**src/rtl/mips_load_extend_pipe.sv**
```systemverilog
// Load-data extractor for a MIPS-style memory stage: picks a byte, half,
// word or double out of a raw little-endian memory word, sign- or
// zero-extends it, flags misaligned/illegal accesses and carries the result
// through a valid/ready pipeline of PIPE_DEPTH register stages.
module mips_load_extend_pipe #(
  parameter int DATA_WIDTH = 32,
  parameter int PIPE_DEPTH = 1,
  parameter int OFS_W      = $clog2(DATA_WIDTH/8)
) (
  input  logic                  clk,
  input  logic                  reset,
  input  logic                  flush,
  input  logic                  in_valid,
  output logic                  in_ready,
  input  logic [DATA_WIDTH-1:0] in_data,
  input  logic [OFS_W-1:0]      in_offset,
  input  logic [1:0]            in_size,
  input  logic                  in_signed,
  output logic                  out_valid,
  input  logic                  out_ready,
  output logic [DATA_WIDTH-1:0] out_data,
  output logic                  out_misaligned,
  output logic [7:0]            err_count
);

  logic [OFS_W+2:0]      shamt_s;
  logic [DATA_WIDTH-1:0] shifted_s;
  logic [DATA_WIDTH-1:0] keep_s;
  logic                  fill_s;
  logic                  mis_s;
  logic [DATA_WIDTH-1:0] res_s;

  // Byte offset scaled to a bit shift so the field lands at bit 0.
  assign shamt_s   = {in_offset, 3'b000};
  assign shifted_s = in_data >> shamt_s;

  // Field mask, sign-fill bit and alignment check per access size.
  // A double on a 32-bit datapath is always illegal.
  always_comb begin
    keep_s = '1;
    fill_s = 1'b0;
    mis_s  = 1'b0;
    case (in_size)
      2'd0: begin
        keep_s = DATA_WIDTH'(64'h0000_0000_0000_00FF);
        fill_s = in_signed & shifted_s[7];
        mis_s  = 1'b0;
      end
      2'd1: begin
        keep_s = DATA_WIDTH'(64'h0000_0000_0000_FFFF);
        fill_s = in_signed & shifted_s[15];
        mis_s  = in_offset[0];
      end
      2'd2: begin
        keep_s = DATA_WIDTH'(64'h0000_0000_FFFF_FFFF);
        fill_s = in_signed & shifted_s[31];
        mis_s  = (in_offset[1:0] != 2'b00);
      end
      2'd3: begin
        keep_s = '1;
        fill_s = 1'b0;
        mis_s  = (DATA_WIDTH == 32) || (in_offset != '0);
      end
      default: begin
        keep_s = '1;
        fill_s = 1'b0;
        mis_s  = 1'b1;
      end
    endcase
  end

  // Misaligned/illegal entries carry a zero result.
  assign res_s = mis_s ? '0
               : ((shifted_s & keep_s) | ({DATA_WIDTH{fill_s}} & ~keep_s));

  logic [PIPE_DEPTH-1:0] stage_valid_s;
  logic [PIPE_DEPTH-1:0] stage_mis_s;
  logic [DATA_WIDTH-1:0] stage_data_s [PIPE_DEPTH];
  logic                  last_rdy_s;

  // The last stage frees up when empty or when its result leaves; an
  // earlier stage frees up when empty or when the stage after it moves.
  assign last_rdy_s = ~stage_valid_s[PIPE_DEPTH-1] | out_ready;
  assign in_ready   = (PIPE_DEPTH == 1) ? last_rdy_s
                                        : (~stage_valid_s[0] | last_rdy_s);

  for (genvar g = 0; g < PIPE_DEPTH; g++) begin : g_stage
    logic                  up_valid_s;
    logic                  up_mis_s;
    logic [DATA_WIDTH-1:0] up_data_s;
    logic                  take_s;
    logic                  valid_q, valid_d;
    logic                  mis_q, mis_d;
    logic [DATA_WIDTH-1:0] data_q, data_d;

    if (g == 0) begin : g_head
      assign up_valid_s = in_valid;
      assign up_mis_s   = mis_s;
      assign up_data_s  = res_s;
      assign take_s     = in_ready;
    end else begin : g_tail
      assign up_valid_s = stage_valid_s[g-1];
      assign up_mis_s   = stage_mis_s[g-1];
      assign up_data_s  = stage_data_s[g-1];
      assign take_s     = last_rdy_s;
    end

    // Stage next state: flush empties it, otherwise load from upstream when free.
    always_comb begin
      valid_d = valid_q;
      mis_d   = mis_q;
      data_d  = data_q;
      if (flush) begin
        valid_d = 1'b0;
      end else if (take_s) begin
        valid_d = up_valid_s;
        if (up_valid_s) begin
          mis_d  = up_mis_s;
          data_d = up_data_s;
        end else begin
          mis_d  = mis_q;
          data_d = data_q;
        end
      end else begin
        valid_d = valid_q;
      end
    end

    // Stage registers, cleared asynchronously by reset.
    always_ff @(posedge clk or posedge reset) begin
      if (reset) begin
        valid_q <= 1'b0;
        mis_q   <= 1'b0;
        data_q  <= '0;
      end else begin
        valid_q <= valid_d;
        mis_q   <= mis_d;
        data_q  <= data_d;
      end
    end

    assign stage_valid_s[g] = valid_q;
    assign stage_mis_s[g]   = mis_q;
    assign stage_data_s[g]  = data_q;
  end

  assign out_valid      = stage_valid_s[PIPE_DEPTH-1];
  assign out_misaligned = stage_mis_s[PIPE_DEPTH-1];
  assign out_data       = stage_data_s[PIPE_DEPTH-1];

  logic [7:0] err_q, err_d;

  // Count delivered misaligned results, holding at 255.
  always_comb begin
    err_d = err_q;
    if (out_valid && out_ready && out_misaligned && (err_q != 8'hFF)) begin
      err_d = err_q + 8'd1;
    end else begin
      err_d = err_q;
    end
  end

  // Error counter register; flush leaves it alone.
  always_ff @(posedge clk or posedge reset) begin
    if (reset) begin
      err_q <= 8'd0;
    end else begin
      err_q <= err_d;
    end
  end

  assign err_count = err_q;

endmodule
```
**config.mk**
```make
export PLATFORM = sky130hd
export DESIGN_NAME = mips_load_extend_pipe
export DESIGN_NICKNAME = d
export VERILOG_FILES = /design/src/rtl/mips_load_extend_pipe.sv
export SDC_FILE = /design/constraint.sdc
export NUM_CORES = 1
export LEC_CHECK = 0
export ABC_CLOCK_PERIOD_IN_PS = 4400
export CORE_ASPECT_RATIO = 1.1
export CORE_MARGIN = 2
export CORE_UTILIZATION = 49
export DETAILED_ROUTE_END_ITERATION = 16
export GPL_TIMING_DRIVEN = 0
export PLACE_DENSITY = 0.93
export SYNTH_ARGS = -nofsm -noshare
export SYNTH_HDL_FRONTEND = slang
export SYNTH_SLANG_ARGS = --single-unit
```
**constraint.sdc**
```tcl
create_clock -name clk -period 4.4 [get_ports clk]
set_clock_uncertainty 0.2 [all_clocks]
set_input_delay 1.32 -clock clk [delete_from_list [all_inputs] [get_ports clk]]
set_output_delay 1.32 -clock clk [all_outputs]
set_load 0.005 [all_outputs]
```
# --- After elaboration in Yosys (flattened, before gate mapping) ---
# Index checks and enable logic that the tools add are counted.
# Widths: inputs -> output; s select.
op_classes:
  bitwise_logic: 10
  shifts: 1
  n_mux: 6
  eq_ne: 4
  n_reduce_logical: 8
  n_addsub: 1
op_table:
  columns: ["op", "n"]
  rows:
  - ["$pmux 32 s3", 1]
  - ["$and 32x32->32", 2]
  - ["$mux 32", 1]
  - ["$not 32->32", 1]
  - ["$or 32x32->32", 1]
  - ["$shr 32x5->32", 1]
  - ["$add 8x1->8 const B", 1]
  - ["$ne 8x8->1 const B", 1]
  - ["$pmux 1 s4", 2]
  - ["$eq 2x2->1 const B", 2]
  - ["$reduce_bool 2->1", 2]
  - ["$and 1x1->1", 3]
  - ["$logic_and 1x1->1", 3]
  - ["$reduce_and 3->1", 1]
  - ["$eq 2x1->1 const B", 1]
  - ["$logic_not 2->1", 1]
  - ["$mux 1", 2]
  - ["$not 1->1", 2]
  - ["$reduce_or 2->1", 1]
  - ["$or 1x1->1", 1]
totals:
  out_inout_bits: 43
  regBits: 42
  elab_cells: 34

# --- Depth between registers and ports, before layout ---
# Gate-level depths: netlist of the first run.
logic_depth:
  word_depth: 7
  ltp_mapped: 8
  mapped_depth_nobuf: 6

# --- Least setup slack after synthesis of the first run ---
# Ideal clock, no wire load.
synth_timing:
  kind: "input to output"
  startpoint: "in out_ready"
  endpoint: "out in_ready"
  required_ps: 2880
  setup_slack_ps: 1293
  stages: 2
  path_buffers: 0
  t_arrival_ps: 1587
  cell_sequence: "nor2b_1 > inv_1"
synth_via:
  elab_chain_len: 1
synth_rtl:
  columns: ["element", "line_no", "source"]
  rows:
  - ["from (decl)", "20", "input logic out_ready,"]
  - ["$or 1x1->1", "83", "assign last_rdy_s = ~stage_valid_s[PIPE_DEPTH-1] | out_ready;"]
  - ["to (decl)", "14", "output logic in_ready,"]
# Every way passes these cells.

# --- Worst setup path after layout of the first run ---
# Same ends and word-level chain as after synthesis.

==> summary.txt, run 1 <==
Global route
  • Initial antenna violation count: 0
  • GRT overflow: 0
  • First-pass GRT wire length: roughly 11 mm
  • Largest net degree at the start of global routing: 43
  • GRT Total Usage: between 20% and 30%
  • Vias in the first global route: around 2300

Drt
  • Vias: 2375
  • Antenna viol nets, final: 0
  • Post-route DRC: 0
  • DRT Pass-1 Iters: 4
  • Starting DRC count in detailed routing: 199
  • Detailed-route wire length: 6.98 mm
  • Routed vias/inst: 5.91
  • Wire per inst: 17.4 um

Pwr
  • Power share of the combinational group: approximately 33%
  • Pleak: between 1 and 1.5 nW
  • PD cells: 312 nW/um^2
  • Total Power: about 1.1 mW
  • P_sw: about 0.32 mW
  • Int Power: 0.763 mW
  • Sw Ratio: 29.7%
  • Clk pwr share: 21.7%
  • Reg power frac: 45.2%
  • VDD IR max: 165 uV

Clocking
  • Post-cts sizing count: 0
  • Clk root buf: clkbuf_8
  • CTS Sinks: 42
  • Longest Clk Path Bufs: 2
  • Worst-skew pair later-pin latency: between 0.2 and 0.3 ns
  • Cts bufs inserted: 5
  • CTS hold repair buffers: 0
  • Clock-pin slew on the worst setup and hold paths: about 0.080 ns
  • H-Tree Depth: 2
  • Setup bufs post-CTS: 0
  • TritonCTS clock tree: yes

Layout
  • Area grow syn2layout: 40.0%
  • Fillers: 377
  • Layout cells sized above 1: about 11%
  • Diode count: 0
  • Fin nets: 391

Logic synthesis
  • #FFs+latches synth: 42
  • Synth area leaders: dfrtp_1, mux2i_1, mux2_2, o211ai_1, nand2_1
  • Share of the synthesized area in the top cell type: between 40% and 50%
  • Sequential element share of the synthesized area: between 40% and 50%
  • Cell variety after synth: 41
  • Syn Inst Count: 253
  • Post-synth net total: 300
  • Synthesized area per cell: 9.81 sq um
  • Cell area after synthesis: 2480 sq um
  • Yosys warns: 0
  • Synth area leader: dfrtp_1

STA
  • Final worst path period share: 91.7%
  • Final-report max-slew violation count: 0
  • Worst slew margin: 43.4%
  • Fmax: 248 MHz
  • Minimum clock period after layout: 4.03 ns
  • Slew @ Worst Pin: about 0.85 ns
  • Final setup viols: 0
  • Final Hold Vio Count: 0
  • Hold_ws: about 0.29 ns
  • Total negative setup slack: 0 ns
  • RSZ-0062 raised after global routing: false

Worst setup path
  • Reg-to-Reg End: err_count[1]$_DFFE_PP0P_
  • Crit Path Class: in -> out
  • Cell depth of the worst setup path: 4
  • Critical Path Source: out_ready
  • R2r startpoint: err_count[0]$_DFFE_PP0P_
  • Crit path top cell by count: clkdlybuf4s50_1
  • Worst setup SP type: input pin
  • Worst Setup EP: in_ready
  • Worst setup EP type: output port
  • Critical-path cell list: clkdlybuf4s50_1 > nor2b_1 > inv_1 > clkdlybuf4s50_1
  • Critical-path top delay cell: clkdlybuf4s50_1
  • Reg2reg setup slack: 2.26 ns
  • Worst path bufs/invs: 3
  • Critical Path Max Stage Delay: 0.45 ns
  • Worst reg2reg path depth: 4
  • Kind of cell adding the most delay to the critical path: buffers and inverters
  • CP Max Fanout: 3
  • WP data arrival: about 2.5 ns
  • CP required: 2.88 ns

Floorplanning
  • Initial Util: 50.3%
  • Cell row count: 27
  • Die area: 5650 sq um
  • Die W: 71.9 um
  • I/O Pins: 85
  • Die height: a little under 80 um
  • Placeable Area: 4930 sq um

Place
  • DP Wirelength: 5.43 mm
  • GP Congestion: approximately 0.88
  • Number of I/O port buffers: 84

Job
  • Max-Cap Viols: 0

Hold path
  • HP Class: reg -> reg

Status
  • Status: finished, final reports clean
==> through the flow <==
step	instances	util, %	worst slack, ns	cell area, sq um
floorplan	253	-	1.29	2480
global placement	395	68.8	0.405	3400
detailed placement	395	68.8	0.368	3400
CTS	402	70.4	0.367	3470
global route	402	70.4	0.262	3470
finish	402	70.4	0.367	3470
==> worst min path at each step <==
| stage | endpoint | start | depth (start not counted) |
|---|---|---|---|
| after floorplan | out_data[7]$_DFFE_PP0P_ | out_data[7]$_DFFE_PP0P_ | 2 |
| after global placement | out_data[0]$_DFFE_PP0P_ | out_data[0]$_DFFE_PP0P_ | 2 |
| after detailed placement | out_data[7]$_DFFE_PP0P_ | out_data[7]$_DFFE_PP0P_ | 2 |
| after CTS | out_data[2]$_DFFE_PP0P_ | out_data[2]$_DFFE_PP0P_ | 2 |
| after global routing | out_data[1]$_DFFE_PP0P_ | out_data[1]$_DFFE_PP0P_ | 2 |
| final | out_data[2]$_DFFE_PP0P_ | out_data[2]$_DFFE_PP0P_ | 2 |
==> layout make-up <==
type / count / area, sq um / area share, %
Inverter: 7 / 26.3 / 0.756
Multi-Input combinational cell: 188 / 1320 / 37.9
Clock inverter: 2 / 10.0 / 0.288
Clock buffer: 5 / 68.8 / 1.98
Tap cell: 58 / 72.6 / 2.09
Sequential cell: 42 / 1050 / 30.2
Timing Repair Buffer: 84 / 841 / 24.2
Buffer: 16 / 88.8 / 2.56
==> power by group through the flow <==
stage / Sequential [mW] / Clock (mW) / Combinational, mW
after CTS: 0.491 / 0.239 / 0.360
after floorplan: 0.496 / 0 / 0.149
final: 0.491 / 0.236 / 0.358
after detailed placement: 0.498 / 0 / 0.358
after global routing: 0.500 / 0.256 / 0.389
after global placement: 0.494 / 0 / 0.347
==> sequential cells by signal, summed over array words and instances (netlist names) <==
name	cells
out_data	32
err_count	8
out_misaligned	1
out_valid	1
==> cells in the final DEF (no fill, tap or decap), types with 7 or more instances in the layout <==
cell / count
nand2_1: 28
nand4_1: 12
a22o_1: 8
clkdlybuf4s50_1: 84
a2bb2oi_1: 7
buf_2: 8
dfrtp_1: 42
mux2i_1: 16
nor2_1: 27
o21ai_0: 16
o211ai_1: 15
mux2_2: 10
==> cells in the mapped netlist (all sizes together) <==
library cell and count:
nand3 3, a22o 8, o21bai 1, a2111oi 1, a221oi 2, clkbuf 5
xnor2 5, o2111a 1, a31oi 1, mux2i 16, mux2 11, o211ai 15
nand3b 2, o2111ai 1, inv 7, xor2 2, o21ai 16, a21oi 1
ha 5, and4 1, nand4 12, nand2 28, buf 11, nor3b 1
and3 1, and3b 2, nor2b 5, dfrtp 42, a21o 2, o311a 1
a41oi 1, nor2 28, a211oi 8, a2bb2oi 7
==> kinds of logic after synthesis <==
| family | count (synthesis) | share of synthesized area, % |
|---|---|---|
| AND/OR/NAND/NOR | 83 | 16.0 |
| AO/OA/AOI/OAI | 66 | 20.4 |
| flip-flops | 42 | 42.3 |
| multiplexers | 27 | 11.6 |
| buffers and inverters | 23 | 4.64 |
| XOR/XNOR | 7 | 2.47 |
| adder cells (fa/ha/maj) | 5 | 2.52 |
==> routing by layer <==
| layer | global-route usage [%] | share of wire [%] | wire (um) | vias to the layer above |
|---|---|---|---|---|
| li1 | - | - | - | 1114 |
| met1 | 32.8 | 41 | 2830 | 1130 |
| met2 | 44.3 | 50 | 3470 | 116 |
| met3 | 4.24 | 7.4 | 515 | 15 |
| met4 | 8.87 | 2.3 | 163 | 0 |
| met5 | 0 | 0 | 0 | - |
==> worst register-to-register path, stage by stage, from the launching register on <==
cell	delay [ns]
dfrtp_1	0.44
ha_1	0.27
and4_1	0.23
a41oi_1	0.50
mux2_2	0.39
Power figures use the tool's default switching activity.
==> run 2: changes to the inputs <==
--- a/config.mk
+++ b/config.mk
@@ -12,6 +12,7 @@
 export DETAILED_ROUTE_END_ITERATION = 16
 export GPL_TIMING_DRIVEN = 0
 export PLACE_DENSITY = 0.93
+export REMOVE_ABC_BUFFERS = 1
 export SYNTH_ARGS = -nofsm -noshare
 export SYNTH_HDL_FRONTEND = slang
 export SYNTH_SLANG_ARGS = --single-unit
==> run 2 against run 1 <==
Against the previous run:
- core utilization shrank 0.96 points
- combinational power shrank 3%
- sequential share of layout area grew 0.42 points
- via count shrank 5.1%
- hold slack gained 0.010 ns
- total power grew 5.5%
- sequential power is essentially flat
- sequential cell count is the same
- register-to-register slack lost 0.53 ns
- non-clock buffer count shrank 15
- first-iteration DRC count shrank 20%
- final cell count shrank 3.5%
- critical path type unchanged
==> summary.txt, run 2 (same netlist as run 1, synthesis figures left out) <==
Drt
  • Wire per inst: approximately 17 um
  • Post-route DRC: 0
  • Routed vias/inst: 5.81
  • Starting DRC count in detailed routing: 159
  • Vias: 2254
  • Detailed-route wire length: 6.66 mm
  • DRT Pass-1 Iters: 5
  • Antenna viol nets, final: 0

Place
  • GP Congestion: approximately 0.81
  • Number of I/O port buffers: 84
  • Placed Area: 3320 sq um
  • Worst slack, placed: -0.0235 ns
  • DP Wirelength: roughly 4.9 mm
  • Dpl cells: 380

Job
  • Max-Cap Viols: 0

Global route
  • Vias in the first global route: 2238
  • GRT Total Usage: 24.3%
  • GRT overflow: 0
  • Largest net degree at the start of global routing: 43
  • Initial antenna violation count: 0
  • First-pass GRT wire length: roughly 11 mm

Worst setup path
  • Reg2reg setup slack: 1.73 ns
  • Crit Path Class: in -> out
  • CP required: around 2.9 ns
  • Worst setup SP type: input pin
  • Reg-to-Reg End: out_data[26]$_DFFE_PP0P_
  • Worst reg2reg path depth: 4
  • Critical Path Source: out_ready
  • WP data arrival: ~2.5 ns
  • R2r startpoint: out_valid$_DFFE_PP0P_
  • CP Max Fanout: 3
  • Worst setup EP type: output port
  • Worst Setup EP: in_ready

STA
  • Slew @ Worst Pin: 1.30 ns
  • Final Hold Vio Count: 0
  • Final setup viols: 0
  • Final Worst Setup Slack: roughly 0.37 ns
  • Minimum clock period after layout: around 4.0 ns
  • Final-report max-slew violation count: 0
  • Final worst path period share: 91.7%
  • Fmax: 248 MHz
  • RSZ-0062 raised after global routing: false
  • Worst slew margin: approximately an eighth

Clocking
  • Cts bufs inserted: 5
  • Clk root buf: clkbuf_8
  • Clock-pin slew on the worst setup and hold paths: ~0.080 ns
  • Setup bufs post-CTS: 0
  • Longest Clk Path Bufs: 2
  • TritonCTS clock tree: yes
  • CTS hold repair buffers: 0
  • CTS Sinks: 42
  • Worst-skew pair later-pin latency: just under 0.3 ns
  • Post-cts sizing count: 0
  • H-Tree Depth: 2

Layout
  • Post-route cell area: 3430 sq um
  • Non-filler instance count after layout: between 300 and 400
  • Fin nets: 376
  • Commonest non-fill, non-tap cell in the layout: clkdlybuf4s50_1
  • Commonest non-fill, non-tap cells in the layout: clkdlybuf4s50_1, dfrtp_1, nand2_1, nor2_1
  • Area grow syn2layout: 38.1%
  • Max FFs per register: 32
  • Layout cells sized above 1: 8.79%
  • Diode count: 0

Floorplanning
  • Initial Util: 50.3%
  • Die height: 78.7 um
  • Placeable Area: 4930 sq um
  • I/O Pins: 85
  • Die area: 5650 sq um
  • Cell row count: 27
  • Die W: 71.9 um

Status
  • Status: finished, final reports clean

Pwr
  • Total Power: approximately 1.1 mW
  • PD cells: 334 nW/um^2
  • Pleak: between 1 and 1.5 nW
  • VDD IR max: slightly above 200 uV

Hold path
  • HP Class: reg -> reg
run 2: cell count changes in the layout (fill, tap and decap cells not counted), sizes merged:
cell and change:
bufinv +1, clkdlybuf4s50 -1, buf -9, clkinvlp +1, clkinv -2, clkbuf -4
run 2: worst max-delay path, cell delays in order:
cell	delay, ns
clkdlybuf4s50_1	0.42
nor2b_1	0.23
inv_1	0.09
clkdlybuf4s50_1	0.45
run 2: per-stage QoR:
stage                     utilization, %  setup TNS [ns]  hold slack, ns
after floorplan                        -               0           0.263
after global placement              67.0               0           0.261
after detailed placement            67.4         -0.0696           0.275
after CTS                           69.6               0           0.300
after global routing                69.5               0           0.319
final                               69.5               0           0.296
run 2: how the worst min path moves through the flow:
stage                                 start                       to  slack (ns)  depth (start not counted)
CTS                 out_data[7]$_DFFE_PP0P_  out_data[7]$_DFFE_PP0P_        0.30                          2
floorplan           out_data[7]$_DFFE_PP0P_  out_data[7]$_DFFE_PP0P_        0.26                          2
detailed placement  out_data[7]$_DFFE_PP0P_  out_data[7]$_DFFE_PP0P_        0.27                          2
global route        out_data[1]$_DFFE_PP0P_  out_data[1]$_DFFE_PP0P_        0.32                          2
finish              out_data[7]$_DFFE_PP0P_  out_data[7]$_DFFE_PP0P_        0.30                          2
global placement    out_data[1]$_DFFE_PP0P_  out_data[1]$_DFFE_PP0P_        0.26                          2
run 2: per-layer routing:
metal / vias up / wire [um] / GRT usage, %
met3: 14 / 413 / 4.11
li1: 1083 / - / -
met5: - / 0 / 0
met2: 103 / 3290 / 41.4
met4: 0 / 164 / 7.55
met1: 1054 / 2790 / 31.3
run 2: cell type report:
| class | instances | area [sq um] |
|---|---|---|
| fillers | 379 | 1510 |
| well taps | 58 | 72.6 |
| clock buffers | 6 | 72.6 |
| repair buffers | 85 | 851 |
| clock inverters | 2 | 37.5 |
| flip-flops and latches | 42 | 1050 |
| multi-input cells | 188 | 1320 |
| inverters | 7 | 26.3 |
run 2: where the power goes:
group	leakage [nW]	internal [mW]	switching (mW)	total, mW
Combinational	0.853	0.206	0.143	0.349
Clock	0.0514	0.169	0.134	0.304
Sequential	0.546	0.445	0.0472	0.492
Total	1.45	0.820	0.325	1.14
==> run 3: changes to the inputs <==
--- a/config.mk
+++ b/config.mk
@@ -6,6 +6,7 @@
 export NUM_CORES = 1
 export LEC_CHECK = 0
 export ABC_CLOCK_PERIOD_IN_PS = 4400
+export CAP_MARGIN = 20
 export CORE_ASPECT_RATIO = 1.1
 export CORE_MARGIN = 2
 export CORE_UTILIZATION = 49
==> run 3 against run 2 <==
Against the previous run:
- wire length grew 1.8%
- first-iteration DRC count grew 27%
- non-clock buffer count grew 3
- critical path type unchanged
- highest routed layer unchanged
==> summary.txt, run 3 (same netlist as run 1, synthesis figures left out) <==
Status
  • Status: finished, final reports clean

Layout
  • Area grow syn2layout: 40.4%
  • Commonest non-fill, non-tap cells in the layout: clkdlybuf4s50_1, dfrtp_1, nand2_1, nor2_1
  • Diode count: 0
  • Max FFs per register: 32
  • Post-route cell area: around 3500 sq um
  • Fin nets: 379
  • Commonest non-fill, non-tap cell in the layout: clkdlybuf4s50_1
  • Layout cells sized above 1: 9.31%

Drt
  • Post-route DRC: 0
  • Starting DRC count in detailed routing: around 200
  • Routed met2 length: around 3.5 mm
  • Wire per inst: 17.3 um
  • DR WL met3: 421 um
  • Detailed-route wire length: 6.78 mm
  • Routed vias/inst: 5.91
  • Antenna viol nets, final: 0
  • DRT Pass-1 Iters: 4
  • Wire length on met1: between 2 and 3 mm
  • Vias: 2310
  • Top Metal Used: met4

Clocking
  • TritonCTS clock tree: yes
  • Clk root buf: clkbuf_8
  • Post-cts sizing count: 0
  • CTS Sinks: 42
  • H-Tree Depth: 2
  • Setup bufs post-CTS: 0
  • Worst-skew pair later-pin latency: 0.30 ns
  • Longest Clk Path Bufs: 2
  • CTS hold repair buffers: 0
  • Clock-pin slew on the worst setup and hold paths: 0.08 ns
  • Cts bufs inserted: 5

Pwr
  • VDD IR max: about 210 uV
  • PD cells: 330 nW/um^2
  • Pleak: around 1.5 nW
  • Total Power: 1.15 mW

STA
  • Final setup viols: 0
  • Fmax: ~250 MHz
  • Total negative setup slack: 0 ns
  • Final-report max-slew violation count: 0
  • Final Hold Vio Count: 0
  • Final worst path period share: ~92%
  • RSZ-0062 raised after global routing: false
  • Worst slew margin: a little over a third
  • Minimum clock period after layout: 4.03 ns
  • Slew @ Worst Pin: 0.974 ns

Global route
  • First-pass GRT wire length: 10.9 mm
  • GRT Total Usage: 24.8%
  • Initial antenna violation count: 0
  • Vias in the first global route: around 2200
  • Largest net degree at the start of global routing: 43
  • GRT overflow: 0

Floorplanning
  • Die W: 71.9 um
  • Die height: 78.7 um
  • Placeable Area: 4930 sq um
  • I/O Pins: 85
  • Die area: around 5700 sq um
  • Cell row count: 27
  • Initial Util: 50.3%

Worst setup path
  • CP Max Fanout: 3
  • WP data arrival: 2.51 ns
  • CP required: 2.88 ns
  • Worst setup SP type: input pin
  • Crit Path Class: in -> out
  • Worst setup EP type: output port

Place
  • Number of I/O port buffers: 84
  • DP Wirelength: 4.98 mm
  • GP Congestion: 0.812
  • Placed Area: 3350 sq um

Job
  • Max-Cap Viols: 0

Hold path
  • HP Class: reg -> reg
[run 3: changes by cell type in the layout (fill, tap and decap cells not counted), sizes merged]
cell and delta:
buf +2, clkdlybuf4s50 +1
[run 3: worst paths after layout]
| check | endpoint | slack (ns) | depth (start not counted) | startpoint |
|---|---|---|---|---|
| max in group asynchronous | out_data[24]$_DFFE_PP0P_ | 2.12 | 2 | reset |
| worst min-delay path | out_data[7]$_DFFE_PP0P_ | 0.29 | 2 | out_data[7]$_DFFE_PP0P_ |
| worst max-delay path | in_ready | 0.37 | 4 | out_ready |
| worst max register to register | out_data[23]$_DFFE_PP0P_ | 2.00 | 5 | out_valid$_DFFE_PP0P_ |
| min in group asynchronous | err_count[2]$_DFFE_PP0P_ | 1.32 | 2 | reset |
| worst min register to register | out_data[7]$_DFFE_PP0P_ | 0.29 | 2 | out_data[7]$_DFFE_PP0P_ |
[run 3: worst max-delay path, cell delays in order]
cell	delay, ns
clkdlybuf4s50_1	0.43
nor2b_1	0.23
inv_1	0.09
clkdlybuf4s50_1	0.45
[run 3: per-layer routing]
layer | track usage [%] | up-vias
li1 | - | 1085
met1 | 31.5 | 1117
met2 | 43.7 | 98
met3 | 4.49 | 10
met4 | 5.66 | 0
met5 | 0 | -
[run 3: power by group]
group,switching [mW],internal [mW]
clock network,0.136,0.169
registers,0.0473,0.445
logic,0.144,0.211
[run 3: cell type report]
type | count | area (sq um)
Clock buffer | 6 | 72.6
Clock inverter | 2 | 37.5
Fill cell | 373 | 1450
Inverter | 7 | 26.3
Multi-Input combinational cell | 188 | 1320
Sequential cell | 42 | 1050
Tap cell | 58 | 72.6
Timing Repair Buffer | 88 | 910
[run 3: through the flow]
stage	hold slack (ns)	setup WS, ns	cells	utilization [%]
6_report	0.287	0.366	391	70.7
5_1_grt	0.317	0.264	391	70.7
4_1_cts	0.297	0.368	390	70.1
3_5_place_dp	0.273	0.266	382	67.9
3_3_place_gp	0.261	0.0431	379	67.0
2_1_floorplan	0.263	1.29	237	-
